[src/rtl/snake_timing_pkg.sv]
`default_nettype none
// ============================================================================
//  Module   : snake_timing_pkg
//  Brief    : Shared state encoding, divisor type and default divisor constants
//             for the snake game-speed scheduler.
//  Revision : 1.0 - initial release
// ============================================================================
package snake_timing_pkg;

    typedef logic [24:0] div_t;

    typedef enum logic [2:0] {
        ST_IDLE   = 3'd0,
        ST_RELOAD = 3'd1,
        ST_RUN    = 3'd2,
        ST_PAUSE  = 3'd3,
        ST_OVER   = 3'd4
    } state_e;

    localparam div_t       DEF_BASE_DIV  = 25'd12_500_000;
    localparam div_t       DEF_STEP_DIV  = 25'd1_000_000;
    localparam div_t       DEF_MIN_DIV   = 25'd2_500_000;
    localparam logic [3:0] DEF_MAX_LEVEL = 4'd10;

    // max(base - lvl*step, floor) with a signed difference so underflow clamps
    function automatic div_t calc_divisor(input logic [3:0] lvl, input div_t base,
                                          input div_t step, input div_t floor_div);
        logic [28:0]        prod;
        logic signed [30:0] diff;
        prod = 29'(lvl) * 29'(step);
        diff = $signed({6'b0, base}) - $signed({2'b0, prod});
        if (diff < $signed({6'b0, floor_div}))
            return floor_div;
        return div_t'(diff);
    endfunction

endpackage
`default_nettype wire

[src/rtl/tick_edge_detect.sv]
`default_nettype none
// ============================================================================
//  Module   : tick_edge_detect
//  Brief    : Turns any change of the divider output into a registered
//             one-cycle tick; suppress forces the history to 0 and masks ticks.
//  Revision : 1.0 - initial release
// ============================================================================
module tick_edge_detect (
    input  logic clk,
    input  logic rst,
    input  logic div_clk,
    input  logic suppress,
    output logic game_tick
);

    logic div_prev;

    always_ff @(posedge clk or negedge rst) begin
        if (!rst) begin
            div_prev  <= 1'b0;
            game_tick <= 1'b0;
        end else if (suppress) begin
            div_prev  <= 1'b0;
            game_tick <= 1'b0;
        end else begin
            div_prev  <= div_clk;
            game_tick <= div_clk ^ div_prev;
        end
    end

endmodule
`default_nettype wire

[src/rtl/game_tick_scheduler.sv]
`default_nettype none
// ============================================================================
//  Module   : game_tick_scheduler
//  Brief    : Owns the game-speed divider's DIVISOR and reset, sequences
//             start/pause/speed-up/game-over and emits movement ticks.
//             Optional GAME_TICK_BOOST_EN adds a boost input halving the divisor.
//  Revision : 1.0 - initial release
// ============================================================================
module game_tick_scheduler
    import snake_timing_pkg::*;
#(
    parameter div_t       BASE_DIV  = DEF_BASE_DIV,
    parameter div_t       STEP_DIV  = DEF_STEP_DIV,
    parameter div_t       MIN_DIV   = DEF_MIN_DIV,
    parameter logic [3:0] MAX_LEVEL = DEF_MAX_LEVEL
) (
    input  logic        clk_50M,
    input  logic        rst,
    input  logic        start,
    input  logic        speed_up,
    input  logic        pause_tgl,
    input  logic        game_over,
    input  logic        div_clk,
`ifdef GAME_TICK_BOOST_EN
    input  logic        boost,
`endif
    output logic [24:0] divisor,
    output logic        div_rst,
    output logic        game_tick,
    output logic [3:0]  level,
    output logic        paused
);

    state_e     state;
    state_e     state_nxt;
    logic       pending;
    logic       pending_nxt;
    logic [3:0] level_nxt;
    logic       reload_d;
    logic       leave_run;
    logic       can_speed;
    div_t       calc_div;
    div_t       reload_div;

    assign can_speed = (level < MAX_LEVEL);
    assign calc_div  = calc_divisor(level_nxt, BASE_DIV, STEP_DIV, MIN_DIV);

`ifdef GAME_TICK_BOOST_EN
    logic boost_prev;

    always_ff @(posedge clk_50M or negedge rst) begin
        if (!rst) boost_prev <= 1'b0;
        else      boost_prev <= boost;
    end

    assign reload_div = boost ? (calc_div >> 1) : calc_div;
`else
    assign reload_div = calc_div;
`endif

    always_comb begin
        state_nxt   = state;
        pending_nxt = pending;
        level_nxt   = level;
        leave_run   = 1'b0;
        case (state)
            ST_IDLE, ST_OVER: begin
                if (start && !game_over) begin
                    level_nxt   = 4'd0;
                    pending_nxt = 1'b0;
                    state_nxt   = ST_RELOAD;
                end
            end
            ST_RELOAD: begin
                pending_nxt = 1'b0;
                state_nxt   = game_over ? ST_OVER : ST_RUN;
            end
            ST_RUN: begin
                if (game_over) begin
                    state_nxt   = ST_OVER;
                    pending_nxt = 1'b0;
                    leave_run   = 1'b1;
                end else if (pause_tgl) begin
                    state_nxt   = ST_PAUSE;
                    leave_run   = 1'b1;
                end else begin
                    if (speed_up && can_speed) begin
                        level_nxt   = level + 4'd1;
                        pending_nxt = 1'b1;
                    end
`ifdef GAME_TICK_BOOST_EN
                    if (boost != boost_prev) pending_nxt = 1'b1;
`endif
                    // reload only right after a tick so the tick cadence is never cut short
                    if (game_tick && pending_nxt) begin
                        state_nxt   = ST_RELOAD;
                        pending_nxt = 1'b0;
                    end
                end
            end
            ST_PAUSE: begin
                if (game_over) begin
                    state_nxt   = ST_OVER;
                    pending_nxt = 1'b0;
                end else if (pause_tgl) begin
                    state_nxt   = ST_RELOAD;
                    pending_nxt = 1'b0;
                end else if (speed_up && can_speed) begin
                    level_nxt   = level + 4'd1;
                    pending_nxt = 1'b1;
                end
            end
            default: state_nxt = ST_IDLE;
        endcase
    end

    // divisor is loaded on entry to RELOAD so it only moves while div_rst is low
    always_ff @(posedge clk_50M or negedge rst) begin
        if (!rst) begin
            state    <= ST_IDLE;
            divisor  <= BASE_DIV;
            div_rst  <= 1'b0;
            level    <= 4'd0;
            paused   <= 1'b0;
            pending  <= 1'b0;
            reload_d <= 1'b0;
        end else begin
            state    <= state_nxt;
            level    <= level_nxt;
            pending  <= pending_nxt;
            div_rst  <= (state_nxt == ST_RUN);
            paused   <= (state_nxt == ST_PAUSE);
            reload_d <= (state == ST_RELOAD);
            if (state_nxt == ST_RELOAD) divisor <= reload_div;
        end
    end

    tick_edge_detect u_edge (
        .clk       (clk_50M),
        .rst       (rst),
        .div_clk   (div_clk),
        .suppress  ((state != ST_RUN) || reload_d || leave_run),
        .game_tick (game_tick)
    );

endmodule
`default_nettype wire

[config.mk]
export PLATFORM = sky130hd
export DESIGN_NAME = game_tick_scheduler
export DESIGN_NICKNAME = d
export VERILOG_FILES = /design/src/rtl/snake_timing_pkg.sv /design/src/rtl/tick_edge_detect.sv /design/src/rtl/game_tick_scheduler.sv
export SDC_FILE = /design/constraint.sdc
export NUM_CORES = 1
export LEC_CHECK = 0
export ABC_AREA = 1
export CORE_UTILIZATION = 36
export CTS_BUF_LIST = sky130_fd_sc_hd__clkbuf_8
export DETAILED_ROUTE_END_ITERATION = 16
export PLACE_DENSITY = 0.67
export SLEW_MARGIN = 30
export SYNTH_ARGS = -nofsm -noshare
export SYNTH_HDL_FRONTEND = slang
export SYNTH_SLANG_ARGS = --single-unit
[constraint.sdc]
create_clock -name clk_50M -period 11.3 [get_ports clk_50M]
set_input_delay 1.13 -clock clk_50M [delete_from_list [all_inputs] [get_ports clk_50M]]
set_output_delay 1.13 -clock clk_50M [all_outputs]
set_load 0.02 [all_outputs]
==> results of run 1 <==
==> routing by layer <==
| metal | wire (um) | part of all wire |
|---|---|---|
| met3 | 239 | 0.041 |
| met5 | 0 | 0 |
| met1 | 2660 | 0.45 |
| met2 | 2890 | 0.49 |
| met4 | 97 | 0.016 |
==> worst max-delay path by stage <==
| stage | startpoint | end | slack, ps |
|---|---|---|---|
| 2_1_floorplan | game_over | divisor[10] | 6230 |
| 3_3_place_gp | game_over | divisor[18] | 5380 |
| 3_5_place_dp | game_over | divisor[18] | 5240 |
| 4_1_cts | game_over | divisor[18] | 5550 |
| 5_1_grt | game_over | divisor[17] | 5060 |
| 6_report | game_over | divisor[18] | 5580 |
==> placed cells by master (no fill, tap or decap), types with 2 or more instances in the layout <==
cell	Yosys	final
nand3_1	26	26
inv_1	45	45
nand3_2	6	6
nor2_1	22	22
nand3_4	2	2
dfrtp_1	21	21
nor3_1	5	5
conb_1	2	6
nand2_4	2	2
ha_1	22	22
nor2_2	3	3
nand4_2	2	2
clkbuf_8	0	7
o31ai_1	2	2
o21ai_0	6	6
o21ai_1	8	8
o22a_1	2	2
dfstp_2	11	11
nor2_4	2	2
nand2_2	11	11
clkdlybuf4s50_1	0	32
nand4_1	3	3
xnor2_1	3	3
nand2_1	99	99
fa_1	5	5
a21oi_1	4	4
inv_2	5	5
a22o_1	4	4
==> state kept, by name, indices dropped and copies added, names as in the netlist <==
register and cells:
pending 1, u_edge.game_tick 1, u_edge.div_prev 1, state 3, div_rst 1, divisor 19, level 4, paused 1
reload_d 1
==> cells in the mapped netlist (2+ instances only) <==
library cell,instances,share of area
conb_1,2,0.0028
nand2_1,99,0.14
nand4_2,2,0.0094
nand4_1,3,0.0071
o21ai_0,6,0.011
nand3_2,6,0.023
fa_1,5,0.038
nor2_4,2,0.0085
a22o_1,4,0.013
ha_1,22,0.10
nand3_4,2,0.013
buf_4,6,0.017
o22a_1,2,0.0066
inv_1,45,0.064
nor2_1,22,0.031
nand3_1,26,0.049
inv_2,5,0.0071
nand2_2,11,0.026
a21oi_1,4,0.0076
nand2_4,2,0.0085
o31ai_1,2,0.0057
dfrtp_1,21,0.20
dfstp_2,11,0.11
o21ai_1,8,0.015
nor2_2,3,0.0071
xnor2_1,3,0.0099
nor3_1,5,0.0094
==> logic make-up (layout without fill, tap and decap cells) <==
logic type | count (synthesis) | count (layout)
AOI/OAI and AO/OA | 34 | 34
xor gates and xnor gates | 4 | 4
adders and majority gates | 27 | 27
buffers and inverters | 59 | 93
DFF | 32 | 32
other | 2 | 6
and+or+nand+nor | 189 | 189
==> critical path, delay by kind of cell <==
kind                     cells  cell delay [ps]
AO/OA/AOI/OAI                3              300
buffers and inverters        5              880
AND/OR/NAND/NOR             17             1900
adder cells (fa/ha/maj)      4             1730
==> power by group <==
group | leakage [nW] | switching (mW) | internal (mW) | total [mW]
clock | 0.0645 | 0.0440 | 0.0778 | 0.122
sequential | 0.402 | 0.0122 | 0.142 | 0.154
combinational | 1.10 | 0.0793 | 0.0571 | 0.136
==> area by class of cell <==
| cell class | count | share of cell area |
|---|---|---|
| Inverter | 52 | 0.0625 |
| Clock buffer | 7 | 0.0303 |
| Sequential cell | 32 | 0.256 |
| Tap cell | 96 | 0.0378 |
| Clock inverter | 1 | 0.00944 |
| Timing Repair Buffer | 33 | 0.103 |
| Multi-Input combinational cell | 260 | 0.501 |
==> impl_metrics.ini, run 1 <==
[sta]
rsz0062_at_grt = false
finClkSkew_ps = 4.70
report.final.slew_viol_count = 0
hold_viol_final = 0
setup_viol = 0
fmax_mhz = 175
whs_ps = 478
layout_min_cycle_time_ps = 5720
fin_tns_setup_ps = 0
finalCritPeriodShare = 0.507
setup_slack_ps = 5580

[clock_tree]
ctsLongestPathBuffers = 2
cts_setup_buffers = 0
htreeDepth = 2
clk_latency_ps = 290
cts_buffers = 5
root_buffer = clkbuf_8
cts_tree = yes
cts_resized = 0
path_clk_slew_ps = 70
clock_sinks = 32
hold_buffers = 0

[die]
dieHeight_um = 87.8
io_pins = 39
initial_utilization = 0.381
die_w_um = 87.8
num_rows = 30
core_sq_um = 6940
die_area_sq_um = 7700

[critical_path]
r2r-start = state[2]
path_max_fanout = 8
slowest_stage = fa_1
path_common_cell = nand2_1
reg2reg_slack_ps = 6460
cp-start-kind = primary input
cp.required_ps = 11520
worst_ep_arrival_time_ps = 5950
slowest_delay_ps = 620
rr_worst_depth = 28
worstSetupEndpointType = register
setup.worst_path.class = primary input to register
worstReg2RegEnd = divisor[18]

[pwr]
p_leak_nw = 1.57
p_total_mw = 0.412
powerDensity_nw_per_um2 = 130
vdd_drop_max_v = 0.0000436

[finish]
areaGrowthSynthToFinish_pct = 20.1
multi_input_area_sq_um = 1590
fill_cells = 692
final_cells = 481
final_core_util = 0.458
final_nets = 418
fin_area_sq_um = 3180
final_layout_size_suffix_gt1_frac = 0.156
regArea_sq_um = 815
n_antenna_cell = 0

[grt]
track_usage = 0.168
busiest_layer = met2
grt_pass1_vias = 2246
overflow = 0
grt_pass1_wl_um = 10100
antenna_found_initial = 0
met1_usage = 0.209
grt_start_max_net_pins = 33
grt_use_met3 = 0.0254
met2_usage = 0.291

[flow_run]
maxCapViolCount = 0

[synthesis]
synthMuxAreaShare = 0
synthAdderAreaFrac = 0.142
ys_seq_elements = 32
yosys.area_share.xor_xnor = 0.0132
async_reset_ff_frac = 1.00
synth_top_family_by_area = simple AND/OR/NAND/NOR gates
syn_inst = 347
synth_edf_count = 0
syn-cell-area_sq_um = 2650
ys_types = 45
yosys_most_used_dff = dfrtp_1
ys_seq_area_frac = 0.308
syn_avg_cell_area_sq_um = 7.63
ys_warn_count = 0
synth_compound_area_frac = 0.0897
synth-simple-area-share = 0.349

[hold_path]
hold_start = divisor[11]
worstHoldEndpoint = divisor[11]
hold_path_depth = 2
holdCritPathClass = register to register

[route]
ant_nets = 0
drtPass1Iterations = 4
vias = 2358
via_per_inst = 4.90
wl_per_cell_um = 12.2
wl_um = 5890
drc_errors = 0
drtIter0Drc = 162

[placement]
place_ws_ps = 5240
dpl.hpwl_um = 4690
dp.cells = 473
portBuffers = 32
gp_congestion = 0.833
place_area_sq_um = 3060

[run_status]
run_status = complete, no violations
Power figures use the tool's default switching activity.
==> run 2, diff against run 1 <==
- PLACE_DENSITY: 0.67 -> 0.69
- clock period: 11.3 -> 4.8 ns (I/O delays scaled with it)
==> run 2 against run 1 <==
Clock power increased by 130%. Largest power group unchanged. Wire length up 8.2%. Critical endpoint unchanged. Cell area is 14% higher. Setup slack lost 5300 ps. Largest cell class unchanged. Sequential cell count is the same. Die area stayed put. Via count is 5.0% higher. Register-to-register slack got worse by 6100 ps. Non-clock buffer count increased by 44.
==> impl_metrics.ini, run 2 (synthesis results as in run 1) <==
[run_status]
run_status = complete, no violations

[sta]
fmax_mhz = 220
hold_viol_final = 0
finalCritPeriodShare = 0.945
setup_slack_ps = 262
layout_min_cycle_time_ps = 4540
finClkSkew_ps = 11.1
fin_tns_setup_ps = 0
report.final.slew_viol_count = 0
setup_viol = 0

[placement]
dpl.hpwl_um = 4990
place_ws_ps = -226
gp_congestion = 0.922
portBuffers = 32

[clock_tree]
clk_latency_ps = 290
clock_sinks = 32
root_buffer = clkbuf_8
ctsLongestPathBuffers = 2
htreeDepth = 2
path_clk_slew_ps = 70
cts_tree = yes
cts_buffers = 5

[critical_path]
setup.worst_path.class = primary input to register
path_max_fanout = 7
cp.required_ps = 5030
worstReg2RegEnd = divisor[18]
reg2reg_slack_ps = 390
worstSetupEndpointType = register
rr_worst_depth = 28
r2r-start = level[0]
worst_ep_arrival_time_ps = 4760
cp-start-kind = primary input

[grt]
grt_pass1_vias = 2476
overflow = 0
track_usage = 0.175
grt_pass1_wl_um = 10700
grt_start_max_net_pins = 33
antenna_found_initial = 0

[route]
vias = 2477
drc_errors = 0
ant_nets = 0
wl_per_cell_um = 12.1
drtIter0Drc = 135
wl_um = 6370
drtPass1Iterations = 4
via_per_inst = 4.72

[die]
io_pins = 39
core_sq_um = 6940
num_rows = 30
die_w_um = 87.8
dieHeight_um = 87.8
initial_utilization = 0.381
die_area_sq_um = 7700

[hold_path]
hold_start = divisor[12]
hold_path_depth = 2
holdCritPathClass = register to register
worstHoldEndpoint = divisor[12]

[finish]
n_antenna_cell = 0
largest_reg_flops = 19
areaGrowthSynthToFinish_pct = 36.4
final_layout_size_suffix_gt1_frac = 0.280
final_nets = 462
top_register = divisor
top_regs = divisor x19, level x4, state x3
layout.cells.most_common_list = nand2_1 (96), buf_4 (45), inv_1 (44), clkdlybuf4s50_1 (32), nand3_1 (24)
final_core_util = 0.520
final_common_cell = nand2_1

[flow_run]
maxCapViolCount = 0

[pwr]
p_leak_nw = 1.78
vdd_drop_max_v = 0.000123
powerDensity_nw_per_um2 = 278
-- run 2: area by class of cell --
type / instances / area, sq um
fillers: 629 / 3330
multi-input cells: 260 / 1690
flip-flops and latches: 32 / 815
repair buffers: 77 / 658
inverters: 52 / 199
well taps: 96 / 120
clock buffers: 7 / 96.3
clock inverters: 1 / 30.0
-- run 2: worst max-delay path: stages --
cell	delay, ps
clkdlybuf4s50_1	440
inv_2	70
nand2_2	70
nor2_4	170
nand4_1	160
nand2_2	120
inv_1	80
fa_1	590
fa_1	470
ha_4	280
a21oi_2	150
nand2_1	60
nand2_1	90
nand2_2	90
nor2_4	110
nand2_1	70
nor2_2	120
nand2_1	60
nand2_1	60
nand2_1	80
nor2_1	110
nand2_1	80
a21oi_2	150
ha_4	230
nor2_4	170
nand2_1	80
o21ai_0	80
inv_1	60
-- run 2: per-stage QoR --
stage               hold slack [ps]  area (sq um)  std cells  power [mW]
floorplan                       184          2660        351       0.568
global placement                467          3360        513       0.704
detailed placement              465          3360        513       0.708
CTS                             475          3480        521       0.993
global route                    490          3610        525        1.06
finish                          473          3610        525        1.00
-- run 2: worst max-delay path by stage --
| stage | to | cells past startpoint | from | slack, ps |
|---|---|---|---|---|
| after detailed placement | divisor[18] | 29 | pause_tgl | -230 |
| final | divisor[18] | 28 | pause_tgl | 260 |
| after global placement | divisor[18] | 29 | pause_tgl | -150 |
| after floorplan | divisor[13] | 27 | level[1] | 370 |
| after global routing | divisor[17] | 30 | pause_tgl | -50 |
| after CTS | divisor[18] | 29 | pause_tgl | 60 |
-- run 2: routing by layer --
metal / vias to the layer above / wire length, um / GRT usage
li1: 1269 / - / -
met5: - / 0 / 0
met4: 0 / 80 / 0.0492
met1: 1159 / 2920 / 0.213
met3: 8 / 200 / 0.0264
met2: 41 / 3170 / 0.318
-- run 2: power by group --
| group | switching [mW] | internal, mW | total (mW) |
|---|---|---|---|
| combinational | 0.197 | 0.158 | 0.355 |
| clock | 0.102 | 0.183 | 0.285 |
| sequential | 0.0298 | 0.334 | 0.364 |
| total | 0.328 | 0.675 | 1.00 |
-- run 2: repair_timing --
item	CTS	global route
gates resized for setup	0	20
endpoints found under the setup margin	0	18
hold buffers	0	0
buffers inserted	0	4
